===== config.mk =====
export PLATFORM = sky130hd
export DESIGN_NAME = score_bcd_converter
export DESIGN_NICKNAME = d
export VERILOG_FILES = /design/src/rtl/score_display_pkg.sv /design/src/rtl/bcd_add3_digit.sv /design/src/rtl/score_bcd_converter.sv
export SDC_FILE = /design/constraint.sdc
export NUM_CORES = 1
export LEC_CHECK = 0
export ABC_AREA = 1
export BUFFER_PORTS_ARGS = -buffer_cell sky130_fd_sc_hd__buf_2
export CAP_MARGIN = 5
export CELL_PAD_IN_SITES_DETAIL_PLACEMENT = 1
export CELL_PAD_IN_SITES_GLOBAL_PLACEMENT = 1
export CORE_AREA = 2 2 114 116
export DETAILED_ROUTE_END_ITERATION = 12
export DIE_AREA = 0 0 116 118
export PLACE_DENSITY_LB_ADDON = 0.1
export SETUP_SLACK_MARGIN = 0.02
export SYNTH_ARGS = -nofsm -noshare
export SYNTH_HDL_FRONTEND = slang
export SYNTH_SLANG_ARGS = --single-unit

===== constraint.sdc =====
create_clock -name clock -period 2.25 [get_ports clock]
set_clock_uncertainty 0.15 [all_clocks]
set_input_delay 0.45 -clock clock [delete_from_list [all_inputs] [get_ports clock]]
set_output_delay 0.45 -clock clock [all_outputs]
set_load 0.005 [all_outputs]

===== src/rtl/score_display_pkg.sv =====
// Shared constants, FSM state type and helpers for the score display path.
package score_display_pkg;

   localparam int unsigned BCD_W       = 4;
   localparam int unsigned ADD3_THRESH = 5;

   typedef enum logic [1:0] {
      IDLE  = 2'd0,
      SHIFT = 2'd1,
      DONE  = 2'd2
   } state_e;

   // Largest value representable in num_digits decimal digits.
   function automatic int unsigned max_val(input int unsigned num_digits);
      int unsigned v;
      v = 1;
      for (int unsigned i = 0; i < num_digits; i++) begin
         v = v * 10;
      end
      return v - 1;
   endfunction

endpackage


===== src/rtl/bcd_add3_digit.sv =====
// Double-dabble digit correction: add 3 to a BCD digit that is 5 or more.
module bcd_add3_digit
   import score_display_pkg::*;
(
   input  logic [BCD_W-1:0] digit_in,
   output logic [BCD_W-1:0] digit_out
);

   always_comb begin
      if (digit_in >= BCD_W'(ADD3_THRESH)) begin
         digit_out = digit_in + BCD_W'(3);
      end else begin
         digit_out = digit_in;
      end
   end

endmodule


===== src/rtl/score_bcd_converter.sv =====
// Sequential binary-to-BCD score converter: reconverts on every score change and holds
// registered digits, saturating to all nines above the displayable range.
module score_bcd_converter
   import score_display_pkg::*;
#(
   parameter int unsigned BIN_WIDTH  = 32,
   parameter int unsigned NUM_DIGITS = 3
) (
   input  logic                        clock,
   input  logic                        reset,
   input  logic [BIN_WIDTH-1:0]        score_in,
   output logic [BCD_W*NUM_DIGITS-1:0] digits_out,
   output logic                        digit_valid,
   output logic                        busy,
   output logic                        overflow
);

   localparam int unsigned BCD_SR_W = BCD_W * NUM_DIGITS;
   localparam int unsigned CNT_W    = $clog2(BIN_WIDTH);
   localparam int unsigned MAX_VAL  = max_val(NUM_DIGITS);
   // Widened so the saturation compare works for any BIN_WIDTH.
   localparam logic [BIN_WIDTH+31:0] MAX_EXT   = (BIN_WIDTH + 32)'(MAX_VAL);
   localparam logic [CNT_W-1:0]      CNT_LAST  = CNT_W'(BIN_WIDTH - 1);
   localparam logic [BCD_SR_W-1:0]   ALL_NINES = {NUM_DIGITS{4'h9}};

   state_e                 state_q, state_d;
   logic [BIN_WIDTH-1:0]   bin_sr_q, bin_sr_d;
   logic [BIN_WIDTH-1:0]   last_val_q, last_val_d;
   logic [BCD_SR_W-1:0]    bcd_sr_q, bcd_sr_d;
   logic [CNT_W-1:0]       cnt_q, cnt_d;
   logic                   sat_q, sat_d;
   logic [BCD_SR_W-1:0]    digits_q, digits_d;
   logic                   valid_q, valid_d;
   logic                   busy_q, busy_d;
   logic                   ovf_q, ovf_d;

   logic [BCD_SR_W-1:0]    bcd_corr;
   logic                   saturating;
   logic                   unused_carry;

   for (genvar g = 0; g < NUM_DIGITS; g++) begin : g_digit
      bcd_add3_digit u_add3 (
         .digit_in  (bcd_sr_q[g*BCD_W +: BCD_W]),
         .digit_out (bcd_corr[g*BCD_W +: BCD_W])
      );
   end

   // The top corrected bit is shifted out; it is always 0 for in-range values.
   assign unused_carry = bcd_corr[BCD_SR_W-1];
   assign saturating   = {32'd0, score_in} > MAX_EXT;

   always_comb begin
      state_d    = state_q;
      bin_sr_d   = bin_sr_q;
      last_val_d = last_val_q;
      bcd_sr_d   = bcd_sr_q;
      cnt_d      = cnt_q;
      sat_d      = sat_q;
      digits_d   = digits_q;
      valid_d    = 1'b0;
      busy_d     = busy_q;
      ovf_d      = ovf_q;

      case (state_q)
         IDLE: begin
            if (score_in != last_val_q) begin
               last_val_d = score_in;
               bin_sr_d   = score_in;
               if (saturating) begin
                  sat_d   = 1'b1;
                  state_d = DONE;
               end else begin
                  sat_d    = 1'b0;
                  bcd_sr_d = '0;
                  cnt_d    = '0;
                  busy_d   = 1'b1;
                  state_d  = SHIFT;
               end
            end
         end
         SHIFT: begin
            bcd_sr_d = {bcd_corr[BCD_SR_W-2:0], bin_sr_q[BIN_WIDTH-1]};
            bin_sr_d = {bin_sr_q[BIN_WIDTH-2:0], 1'b0};
            cnt_d    = cnt_q + 1'b1;
            if (cnt_q == CNT_LAST) begin
               state_d = DONE;
            end
         end
         DONE: begin
            digits_d = sat_q ? ALL_NINES : bcd_sr_q;
            ovf_d    = sat_q;
            valid_d  = 1'b1;
            busy_d   = 1'b0;
            state_d  = IDLE;
         end
         default: begin
            state_d = IDLE;
         end
      endcase
   end

   always_ff @(posedge clock) begin
      if (reset) begin
         state_q    <= IDLE;
         bin_sr_q   <= '0;
         last_val_q <= '0;
         bcd_sr_q   <= '0;
         cnt_q      <= '0;
         sat_q      <= 1'b0;
         digits_q   <= '0;
         valid_q    <= 1'b0;
         busy_q     <= 1'b0;
         ovf_q      <= 1'b0;
      end else begin
         state_q    <= state_d;
         bin_sr_q   <= bin_sr_d;
         last_val_q <= last_val_d;
         bcd_sr_q   <= bcd_sr_d;
         cnt_q      <= cnt_d;
         sat_q      <= sat_d;
         digits_q   <= digits_d;
         valid_q    <= valid_d;
         busy_q     <= busy_d;
         ovf_q      <= ovf_d;
      end
   end

   assign digits_out  = digits_q;
   assign digit_valid = valid_q;
   assign busy        = busy_q;
   assign overflow    = ovf_q;

endmodule


After elaboration in Yosys (flattened, before gate mapping)
Cells that the tools add are included.
{"block": "totals", "elab_cells": 54, "out_inout_bits": 15, "regBits": 99, "in_bits": 34}
{"block": "op_classes", "muxes": 21, "order_cmp": 4, "eq_ne": 7, "n_reduce_logical": 8, "add_sub_neg": 4}
{"operator": "32-bit case mux with 2 select lines", "n": 1}
{"operator": "12-bit two-way mux", "n": 3}
{"operator": "32-bit by 10-bit > comparator with 1-bit output (second input constant)", "n": 1}
{"operator": "32-bit two-way mux", "n": 1}
{"operator": "32-bit inequality test", "n": 1}
{"operator": "12-bit case mux with 2 select lines", "n": 1}
{"operator": "4-bit by 3-bit greater-or-equal comparator with 1-bit output (second input constant)", "n": 3}
{"operator": "5-bit two-way mux", "n": 2}
{"operator": "5-bit case mux with 2 select lines", "n": 1}
{"operator": "4-bit by 2-bit adder with 4-bit output (second input constant)", "n": 2}
{"operator": "4-bit two-way mux", "n": 2}
{"operator": "2-bit two-way mux", "n": 3}
{"operator": "2-bit inequality test (second input constant)", "n": 3}
{"operator": "2-bit AND reduction", "n": 3}
{"operator": "3-bit AND reduction", "n": 2}
{"operator": "5-bit by 1-bit adder with 5-bit output (second input constant)", "n": 1}
{"operator": "5-bit == test (second input constant)", "n": 1}
{"operator": "1-bit two-way mux", "n": 4}
{"operator": "2-bit case mux with 2 select lines", "n": 1}
{"operator": "2-bit nonzero test", "n": 2}
{"operator": "3-bit by 2-bit adder with 3-bit output (second input constant)", "n": 1}
{"operator": "3-bit two-way mux", "n": 1}
{"operator": "2-bit by 1-bit == test with 1-bit output (second input constant)", "n": 1}
{"operator": "2-bit == test (second input constant)", "n": 1}
{"operator": "other kinds (2)", "n": 2}

Depth between registers and ports, before layout
Gate-level depths: netlist of run 1.
{"block": "depth", "depth_word": 4, "ltp_mapped": 12, "ltp_nobuf": 11}

Hierarchy
A second synthesis of run 1 with hierarchy kept.
{"block": "unflattened", "hier_cells": 716, "hier_area_um2": 4993.5}
{"mod": "score_bcd_converter", "cells_each": 647, "instances": 1, "area_each_um2": 4588.2, "seq_area_each_um2": 1981.9}
{"mod": "bcd_add3_digit", "cells_each": 23, "instances": 3, "area_each_um2": 135.1, "seq_area_each_um2": 0.0}

Worst setup path before layout of run 1
Ideal clock, no wire load.
{"block": "synth_timing", "path_kind": "input -> register", "startpoint": "input score_in[13]", "endpoint": "register bcd_sr_q[4]", "path_buffers": 1, "t_arrival_ps": 1488, "setup_slack_ps": 480, "cell_stages": 11, "required_ps": 1968, "setup_time_ps": 132, "path_cell_list": "inv_1 > nand2_1 > nor3_1 > nand2_1 > nor2_1 > nor2_1 > nor2_1 > nand2_4 > buf_6 > nand2_1 > a21oi_1"}
{"block": "synth_via", "elab_chain_len": 3, "elab_cells_between_ends": 5, "cone_classes": "order compare (1); eq/ne (3); reduce/logical (1)"}
{"item": "start, declared", "line": "score_bcd_converter.sv:11", "rtl": "input logic [BIN_WIDTH-1:0] score_in,"}
{"item": "32-bit by 10-bit > comparator with 1-bit output or 32-bit inequality test (tied branches)", "line": "score_bcd_converter.sv:50, score_bcd_converter.sv:66"}
{"item": "2-bit inequality test (no source line)"}
{"item": "3-bit AND reduction (no source line) (*)"}
{"item": "end signal, assigned", "line": "score_bcd_converter.sv:118", "rtl": "bcd_sr_q <= bcd_sr_d;"}
{"item": "end, declared", "line": "score_bcd_converter.sv:29", "rtl": "logic [BCD_SR_W-1:0] bcd_sr_q, bcd_sr_d;"}
Mark *: on every way between the ends. The rest lies on a longest branch, timed or not.
A chain may end at the register's enable or synchronous reset.

Worst setup path in the final report of run 1
{"block": "layout_timing", "startpoint": "register last_val_q[6]", "endpoint": "register bin_sr_q[16]"}
{"block": "layout_via", "elab_chain_len": 3}
{"item": "start, declared", "line": "score_bcd_converter.sv:28", "rtl": "logic [BIN_WIDTH-1:0] last_val_q, last_val_d;"}
{"item": "start signal, assigned", "line": "score_bcd_converter.sv:117", "rtl": "last_val_q <= last_val_d;"}
{"item": "32-bit inequality test", "line": "score_bcd_converter.sv:66", "rtl": "if (score_in != last_val_q) begin"}
{"item": "2-bit inequality test (no source line)"}
{"item": "2-bit AND reduction (no source line)"}
{"item": "end signal, assigned", "line": "score_bcd_converter.sv:116", "rtl": "bin_sr_q <= bin_sr_d;"}
{"item": "end, declared", "line": "score_bcd_converter.sv:27", "rtl": "logic [BIN_WIDTH-1:0] bin_sr_q, bin_sr_d;"}
No other way between the ends.

==> metrics.txt, run 1 <==
result of the run=finished clean; Inserted Clock Buffers=9; number of setup violations in the final report=0; total vias in the final route=4,638; Post-synth EDFFs=0; Final HPWL DP=9830 µm; antenna violations before repair=0; Max H-tree Level=3; most used flip-flop cell after synthesis=sky130_fd_sc_hd__dfxtp_1; number of standard-cell rows in the floorplan=41; wire length of the first global-routing pass=23,000 µm; post-CTS setup-driven buffer insertion count=0; total leakage power=2.28 nW; share of the synthesized area in the top cell type=40.5%; per-cell via count in the routed design=5.03; worst vdd ir=0.503 mV; RePlAce Congestion=0.761; post-synthesis net count=744; global-route congestion overflow total=0; Synth Warn #=0; top area cells in the synthesized netlist=sky130_fd_sc_hd__dfxtp_1 41%, sky130_fd_sc_hd__nand2_1 16%, sky130_fd_sc_hd__a21oi_1 10%, sky130_fd_sc_hd__nand3_1 7.9%, sky130_fd_sc_hd__inv_1 4.1%; vias in the first global route=4,714; cell area power density=698 mW/mm²; WL final=13,800 µm; area of the die=0.0137 mm²; Post-Place Worst Slack=51.3 ps; core region area=0.0124 mm²; max-slew violation count=0; Final Hold Violating Endpoints=0; Area Growth Syn to Fin=15.6%; Worst-Margin Slew=460 ps; Syn Std Cell Area=0.00489 mm²; final critical delay including setup and external delays=1980 ps; I/O pin total=49; Hold Buf Count CTS=0; number of buffers on the longest clock path=2; Worst Setup Path Type=reg2reg; buffers added on ports=48; arrival time worst endpoint=2100 ps; Avg Inst Size Synth=6.97 µm²; effective utilization at floorplan=39.4%; Slew headroom=69.3%; post-layout worst setup margin=270 ps; fmax=505 MHz; final worst path period share=88.0%; number of nets in the finished design=787; antenna fix cells=0; remaining routing DRC violations=0; vertical extent of the die=118 µm; Sum Neg Setup Slack=0 ps; Wirelength per Cell=14.9 µm; CP Launch Type=flip-flop; number of violations of the max-capacitance limit=0; library cells used by synthesis=27; share of async-settable or async-resettable flops after synthesis=0%; Die Wd=116 µm; sequential element share of the synthesized area=40.5%; Gate Count Post-Synth=702; layout cells sized above 1=14.9%; worst-skew pair later-pin latency=350 ps; DR iter-0 viols=221; unrepaired setup endpoints after global routing=false; # clock sinks=99; number of nets still failing antenna checks after routing=0; post-cts sizing count=0; length of the first detailed-routing pass in iterations=4; most instantiated library cell after synthesis=sky130_fd_sc_hd__nand2_1; flip-flop and latch count after synthesis=99; total global-route track usage=21.0%; clock transition at the registers of the reported paths=70 ps; leading area contributor after synthesis=sky130_fd_sc_hd__dfxtp_1; clock tree from TritonCTS=built; maximum number of pins on one net before global-route repair=42; largest fanout on the critical path=13; worst path required time=2370 ps; Hold Crit Class=in2reg; Worst setup EP type=flip-flop; fill cell instance count of the final layout=1,636; Synth top cells by count=207 x sky130_fd_sc_hd__nand2_1, 99 x sky130_fd_sc_hd__a21oi_1, 99 x sky130_fd_sc_hd__dfxtp_1; Root Driver=sky130_fd_sc_hd__clkbuf_16
==> stage by stage <==
stage	total power [mW]	hold WS, ps	util [%]	cells	area (µm²)
4_1_cts	4.00	231	45.5	922	5650
2_1_floorplan	2.22	286	-	702	4890
5_1_grt	4.13	245	45.5	922	5650
6_report	3.94	237	45.5	922	5650
3_5_place_dp	2.41	305	43.1	906	5360
3_3_place_gp	2.39	294	43.1	906	5360
==> power breakdown <==
part	internal (mW)	total [mW]	switching (mW)
sequential	1.84	1.90	0.0565
clock	0.888	1.57	0.686
combinational	0.188	0.472	0.284
==> cell families (layout without fill, tap and decap cells) <==
group                      after synthesis  after routing  synth area share (%)
buffers and inverters                   98            146                  8.54
and+or+nand+nor                        330            330                  28.9
muxes                                    8              8                  1.84
adders and majority gates                8              8                  2.05
AOI/OAI and AO/OA                      136            136                  14.1
xor gates and xnor gates                23             23                  4.12
DFF                                     99             99                  40.5
==> sequential cells by signal, summed over array words and instances (netlist names) <==
name	cells
bin_sr_q	32
last_val_q	32
bcd_sr_q	12
digits_out	12
cnt_q	5
state_q	2
busy	1
digit_valid	1
overflow	1
sat_q	1
==> cell type report <==
cell class	count	area, µm²	area share [%]
clock inverter	5	52.6	0.930
inverter	60	225	3.98
tap	172	215	3.81
timing repair buffer	70	443	7.84
clock buffer	11	243	4.29
sequential	99	1980	35.1
multi-input combinational	505	2490	44.1
==> final timing paths <==
check | start | to | slack [ps] | cells past startpoint
max | last_val_q[6]$_SDFFE_PP0P_ | bin_sr_q[16]$_SDFFE_PP0P_ | 270 | 10
min | score_in[17] | last_val_q[17]$_SDFFE_PP0P_ | 240 | 3
max reg2reg | last_val_q[6]$_SDFFE_PP0P_ | bin_sr_q[16]$_SDFFE_PP0P_ | 270 | 10
min reg2reg | digits_out[7]$_SDFFE_PP0P_ | digits_out[7]$_SDFFE_PP0P_ | 310 | 2
==> critical path, cell delays in order, from the launching register on <==
cell and delay, ps:
sky130_fd_sc_hd__dfxtp_1 320, sky130_fd_sc_hd__xnor2_1 170, sky130_fd_sc_hd__nand2_1 170, sky130_fd_sc_hd__nor2_1 150
sky130_fd_sc_hd__nand2_1 70, sky130_fd_sc_hd__nor2_2 190, sky130_fd_sc_hd__nand3_4 160, sky130_fd_sc_hd__nand2_4 150
sky130_fd_sc_hd__buf_12 150, sky130_fd_sc_hd__nand2_1 70, sky130_fd_sc_hd__a21oi_1 150
==> layout by cell type (no fill, tap or decap), drive strengths merged <==
master	netlist	routed
dfxtp	99	99
bufinv	0	1
nand4	3	3
o211ai	3	3
mux2	8	8
nand2	211	211
buf	17	70
xnor2	21	21
clkinv	0	3
or2	2	2
and2	1	1
nor3	2	2
o21ai	34	34
nand3	78	78
a21oi	99	99
nor2	33	33
inv	60	60
clkbuf	21	11
xor2	2	2
ha	8	8
clkinvlp	0	1
==> routing by layer <==
layer / up-vias / part of all wire (%) / global-route usage [%]
met5: - / 0 / 0
met2: 42 / 49 / 35.6
met3: 16 / 3.1 / 5.36
met4: 0 / 1.9 / 5.51
li1: 2349 / - / -
met1: 2231 / 46 / 26.3
(Power assumes the default switching activity.)
==> inputs of run 2 (changes only) <==
clock period = 2 ns   (was 2.25 ns; I/O delays follow)
==> run 2 against run 1 <==
Compared with the run above: register-to-register slack got worse by 140 ps; cell count rose by 2.9%; critical endpoint is now bin_sr_q[14]$_SDFFE_PP0P_; non-clock buffer count rose by 27; die area did not move; setup slack got worse by 140 ps; utilization rose by 1.9 points; via count rose by 3.1%; final area rose by 4.2%; critical path depth did not move; combinational power rose by 19%; clock-buffer cell count fell by 1.
==> metrics.txt, run 2 (same netlist as run 1, synthesis figures left out) <==
fin util=47.4%; wire length of the first global-routing pass=23,200 µm; Final Hold Violating Endpoints=0; arrival time worst endpoint=2000 ps; I/O pin total=49; unrepaired setup endpoints after global routing=true; number of nets still failing antenna checks after routing=0; total global-route track usage=21.5%; worst path required time=2130 ps; Slew headroom=73.9%; RePlAce Congestion=0.800; WL final=14,000 µm; vias in the first global route=4,862; global-route congestion overflow total=0; Worst Setup Path Type=reg2reg; Worst-Margin Slew=392 ps; number of nets in the finished design=814; length of the first detailed-routing pass in iterations=6; per-cell via count in the routed design=5.04; area of the die=0.0137 mm²; effective utilization at floorplan=39.4%; final worst path period share=93.5%; commonest non-fill, non-tap cells in the layout=206 x sky130_fd_sc_hd__nand2_1, 99 x sky130_fd_sc_hd__dfxtp_1, 98 x sky130_fd_sc_hd__a21oi_1; number of setup violations in the final report=0; # clock sinks=99; DR iter-0 viols=216; layout cells sized above 1=18.4%; Wirelength per Cell=14.8 µm; Post-Place Worst Slack=-156 ps; vertical extent of the die=118 µm; clock transition at the registers of the reported paths=70 ps; cell area power density=747 mW/mm²; Hold Buf Count CTS=0; Root Driver=sky130_fd_sc_hd__clkbuf_16; antenna violations before repair=0; number of buffers on the longest clock path=2; Final Instance Area=0.00589 mm²; total leakage power=2.42 nW; Max H-tree Level=3; number of standard-cell rows in the floorplan=41; remaining routing DRC violations=0; max-slew violation count=0; biggest regs=bin_sr_q: 32 flops, last_val_q: 32 flops; largest fanout on the critical path=15; Final HPWL DP=9960 µm; clock tree from TritonCTS=built; cell area after placement=0.00554 mm²; Die Wd=116 µm; leading cell type in the layout, fill and taps excluded=sky130_fd_sc_hd__nand2_1; result of the run=finished clean; antenna fix cells=0; maximum number of pins on one net before global-route repair=48; worst-skew pair later-pin latency=350 ps; worst vdd ir=0.509 mV; post-layout worst setup margin=129 ps; Inserted Clock Buffers=9; Worst setup EP type=flip-flop; Hold Crit Class=in2reg; number of violations of the max-capacitance limit=0; tightest hold margin=193 ps; fmax=534 MHz; buffers added on ports=48; CP Launch Type=flip-flop; total vias in the final route=4,780; core region area=0.0124 mm²; Area Growth Syn to Fin=20.4%; final critical delay including setup and external delays=1870 ps
run 2: layout make-up:
type / instances / area [µm²]
Inverter: 60 / 225
Tap cell: 172 / 215
Clock buffer: 10 / 239
Fill cell: 1644 / 6530
Sequential cell: 99 / 1980
Multi-Input combinational cell: 505 / 2510
Clock inverter: 6 / 47.5
Timing Repair Buffer: 97 / 671
run 2: final timing paths:
path                            cells after the start                    endpoint                  startpoint  slack, ps
worst max-delay path                               10   bin_sr_q[14]$_SDFFE_PP0P_  last_val_q[6]$_SDFFE_PP0P_        130
worst min-delay path                                3  last_val_q[3]$_SDFFE_PP0P_                 score_in[3]        190
worst max register to register                     10   bin_sr_q[14]$_SDFFE_PP0P_  last_val_q[6]$_SDFFE_PP0P_        130
worst min register to register                      2  digits_out[6]$_SDFFE_PP0P_  digits_out[6]$_SDFFE_PP0P_        310
run 2: stage by stage:
stage	power [mW]	setup TNS [ps]	instances
2_1_floorplan	2.50	0	702
3_3_place_gp	2.72	-4110	927
3_5_place_dp	2.74	-7390	927
4_1_cts	4.48	0	943
5_1_grt	4.62	0	949
6_report	4.40	0	949
run 2: metal layers:
layer  GRT usage (%)  part of all wire (%)
met1            26.8                    45
met2            36.8                    51
met3            4.89                   2.8
met4            6.03                   1.5
met5               0                     0
run 2: report_power, final:
part	internal, mW	switching [mW]	leakage, nW	total [mW]
clock	0.892	0.813	0.140	1.71
sequential	2.07	0.0646	0.814	2.13
combinational	0.238	0.322	1.47	0.561
run 2: critical path, stage by stage, from the launching register on:
cell,delay [ps]
sky130_fd_sc_hd__dfxtp_1,330
sky130_fd_sc_hd__xnor2_1,170
sky130_fd_sc_hd__nand2_1,140
sky130_fd_sc_hd__nor2_1,120
sky130_fd_sc_hd__nand2_1,90
sky130_fd_sc_hd__nor2_4,170
sky130_fd_sc_hd__nand3_4,140
sky130_fd_sc_hd__nand2_4,120
sky130_fd_sc_hd__buf_12,150
sky130_fd_sc_hd__nand2_1,70
sky130_fd_sc_hd__a21oi_1,140
run 2: timing repair:
| item | CTS | global route |
|---|---|---|
| resized for setup | 0 | 5 |
| setup buffers | 0 | 6 |
| endpoints found under the setup margin | 0 | 83 |
==> inputs of run 3 (changes only) <==
ABC_AREA = 0   (was 1)
CORE_AREA = 2 2 107 109   (was 2 2 114 116)
DIE_AREA = 0 0 109 111   (was 0 0 116 118)
==> run 3 against run 2 <==
Compared with the run above: the run now ends with negative setup slack left; sequential cell count unchanged; cell count down 24%; critical path depth decreased by 1; sequential share of layout area grew 2.6 points; setup slack got worse by 310 ps; worst hold slack lost 26 ps; first-iteration DRC count fell by 34%; final area fell by 7.0%; non-clock buffer count down 13; clock-buffer cell count grew 2; fmax down 14%; critical path type unchanged; critical endpoint unchanged.
==> metrics.txt, run 3 <==
Post-synth EDFFs=0; clock tree from TritonCTS=built; beginning of the worst register-to-register path=last_val_q[2]$_SDFFE_PP0P_; maximum number of pins on one net before global-route repair=59; number of cells traversed by the worst register-to-register path=9; total leakage power=2.14 nW; Final HPWL DP=8620 µm; Gate Count Post-Synth=515; global-route congestion overflow total=0; largest fanout on the critical path=5; length of the first detailed-routing pass in iterations=4; final worst path period share=109%; cell area after placement=0.00484 mm²; Max stage delay cell, worst path=sky130_fd_sc_hd__dfxtp_2; Syn Std Cell Area=0.00425 mm²; Sum Neg Setup Slack=-9050 ps; met2 usage=35.8%; flip-flop and latch count after synthesis=99; Area Growth Syn to Fin=29.0%; result of the run=finished with violations; share of the synthesized area in the top cell type=46.7%; sequential element share of the synthesized area=46.7%; clock transition at the registers of the reported paths=70 ps; Synth top cells by count=111 x sky130_fd_sc_hd__nand2_1, 99 x sky130_fd_sc_hd__dfxtp_1, 46 x sky130_fd_sc_hd__a21oi_1; vias in the first global route=4,050; leading cell type in the layout, fill and taps excluded=sky130_fd_sc_hd__dfxtp_1; wire length of the first global-routing pass=21,000 µm; worst-skew pair later-pin latency=350 ps; cell area power density=781 mW/mm²; I/O pin total=49; top area cells in the synthesized netlist=sky130_fd_sc_hd__dfxtp_1 47%, sky130_fd_sc_hd__nand2_1 9.8%, sky130_fd_sc_hd__xor2_1 6.6%, sky130_fd_sc_hd__a21oi_1 5.4%, sky130_fd_sc_hd__a31oi_1 5.2%; max-slew violation count=0; endpoint of the worst hold path=busy$_SDFFE_PP0P_; RePlAce Congestion=0.777; Inserted Clock Buffers=9; Hold Buf Count CTS=0; violations in the final reports=negative setup slack; GRT busiest layer=met2; antenna fix cells=0; number of nets still failing antenna checks after routing=0; number of standard-cell rows in the floorplan=39; critical path's largest stage delay=340 ps; worst reg-to-reg setup slack=-180 ps; Final Instance Count excl. Fillers=725; Final Instance Area=0.00548 mm²; fraction of met1 tracks used by global routing=30.2%; Worst Min Path Start=reset; Die Wd=109 µm; fin util=49.5%; Worst Setup Path Type=reg2reg; antenna violations before repair=0; total global-route track usage=22.5%; biggest regs=bin_sr_q: 32 flops, last_val_q: 32 flops; Avg Inst Size Synth=8.25 µm²; global routing met3 resource utilization=3.47%; effective utilization at floorplan=38.3%; share of async-settable or async-resettable flops after synthesis=0%; layout cells sized above 1=25.9%; number of buffers on the longest clock path=2; post-layout worst setup margin=-181 ps; final critical delay including setup and external delays=2180 ps; per-cell via count in the routed design=5.46; number of cells on the worst hold path=2; area of the die=0.0121 mm²; post-placement cell count=700; critical path's most frequent cell=sky130_fd_sc_hd__buf_6; Synth Warn #=0; buffers added on ports=48; fill cell instance count of the final layout=1,324; Max H-tree Level=3; commonest non-fill, non-tap cells in the layout=94 x sky130_fd_sc_hd__dfxtp_1, 92 x sky130_fd_sc_hd__nand2_1, 48 x sky130_fd_sc_hd__buf_2; WL final=13,500 µm; Wirelength per Cell=18.7 µm; remaining routing DRC violations=0; arrival time worst endpoint=2300 ps; Slew headroom=47.0%; Worst setup EP type=flip-flop; number of nets in the finished design=620; Worst-Margin Slew=793 ps; number of setup violations in the final report=81; fmax=458 MHz; total vias in the final route=3,959; CP Launch Type=flip-flop; library cells used by synthesis=33; post-synthesis net count=557; most instantiated library cell after synthesis=sky130_fd_sc_hd__nand2_1; number of violations of the max-capacitance limit=0; vertical extent of the die=111 µm; Hold Crit Class=in2reg; core region area=0.0111 mm²; destination of the worst register-to-register timing path=bin_sr_q[14]$_SDFFE_PP0P_; worst path required time=2120 ps; worst vdd ir=0.374 mV; leading area contributor after synthesis=sky130_fd_sc_hd__dfxtp_1; Post-Place Worst Slack=-401 ps; unrepaired setup endpoints after global routing=true; Final Hold Violating Endpoints=0; Root Driver=sky130_fd_sc_hd__clkbuf_16; # clock sinks=99; critical-path cell list=xor2_2 > nor4_2 > nand4_1 > buf_6 > o21ai_4 > buf_6 > buf_12 > nand3_2 > a31oi_2; most used flip-flop cell after synthesis=sky130_fd_sc_hd__dfxtp_1; DR iter-0 viols=142
## run 3: cell count changes after synthesis, sizes merged, moves of 18 or more
cell and delta:
xnor2 -18, a31oi +35, a21oi -53, o21ai -25
nand3 -41, inv -51, nand2 -100, xor2 +30
## run 3: critical path: cells and delay by family (launching register included)
| kind | cells | cell delay [ps] |
|---|---|---|
| compound gates | 2 | 420 |
| xor+xnor | 1 | 190 |
| buf+inv | 3 | 460 |
| flops | 1 | 340 |
| simple gates | 3 | 540 |
## run 3: cell families (layout without fill, tap and decap cells)
kind of cell | count (synthesis) | count (layout) | share of synthesized area (%)
buffers and inverters | 41 | 108 | 4.01
AO/OA/AOI/OAI | 112 | 112 | 16.1
adder cells (fa/ha/maj) | 8 | 8 | 2.36
multiplexers | 1 | 1 | 0.265
XOR/XNOR | 35 | 35 | 7.22
AND/OR/NAND/NOR | 219 | 219 | 23.4
flip-flops | 99 | 99 | 46.7
## run 3: worst max path at each step
| stage | slack (ps) | endpoint | cells after the start | from |
|---|---|---|---|---|
| final | -180 | bin_sr_q[14]$_SDFFE_PP0P_ | 9 | last_val_q[2]$_SDFFE_PP0P_ |
| after global routing | -270 | bin_sr_q[1]$_SDFFE_PP0P_ | 9 | last_val_q[2]$_SDFFE_PP0P_ |
| after CTS | -140 | cnt_q[4]$_SDFFE_PP0P_ | 9 | last_val_q[14]$_SDFFE_PP0P_ |
| after detailed placement | -400 | cnt_q[0]$_SDFFE_PP0P_ | 9 | score_in[16] |
| after global placement | -380 | bcd_sr_q[3]$_SDFFE_PP0P_ | 8 | score_in[2] |
| after floorplan | 20 | bcd_sr_q[0]$_SDFFE_PP0P_ | 7 | score_in[12] |
## run 3: routing by layer
layer | vias to the layer above | part of all wire, %
li1 | 1923 | -
met1 | 1965 | 46
met2 | 56 | 49
met3 | 15 | 2.5
met4 | 0 | 1.9
met5 | - | 0
## run 3: area by class of cell
class,instances,area (µm²),area share [%]
multi-input combinational,375,2330,42.5
clock buffer,12,246,4.50
tap,143,179,3.27
inverter,9,33.8,0.617
sequential,99,1990,36.3
timing repair buffer,84,691,12.6
clock inverter,3,15.0,0.274
## run 3: metrics by stage
stage | power, mW | hold WS (ps)
2_1_floorplan | 2.40 | 292
3_3_place_gp | 2.59 | 287
3_5_place_dp | 2.61 | 303
4_1_cts | 4.25 | 178
5_1_grt | 4.45 | 176
6_report | 4.28 | 167
## run 3: what timing repair did
item,CTS,global route
setup endpoints to repair,85,85
buffers inserted,0,4
cloned,2,4
pin swaps,7,12
gates resized for setup,34,22
endpoints found under the hold margin,0,0
## run 3: report_power, final
| part | internal (mW) | switching, mW | total, mW |
|---|---|---|---|
| clock | 0.866 | 0.749 | 1.61 |
| combinational | 0.224 | 0.304 | 0.528 |
| sequential | 2.07 | 0.0665 | 2.14 |
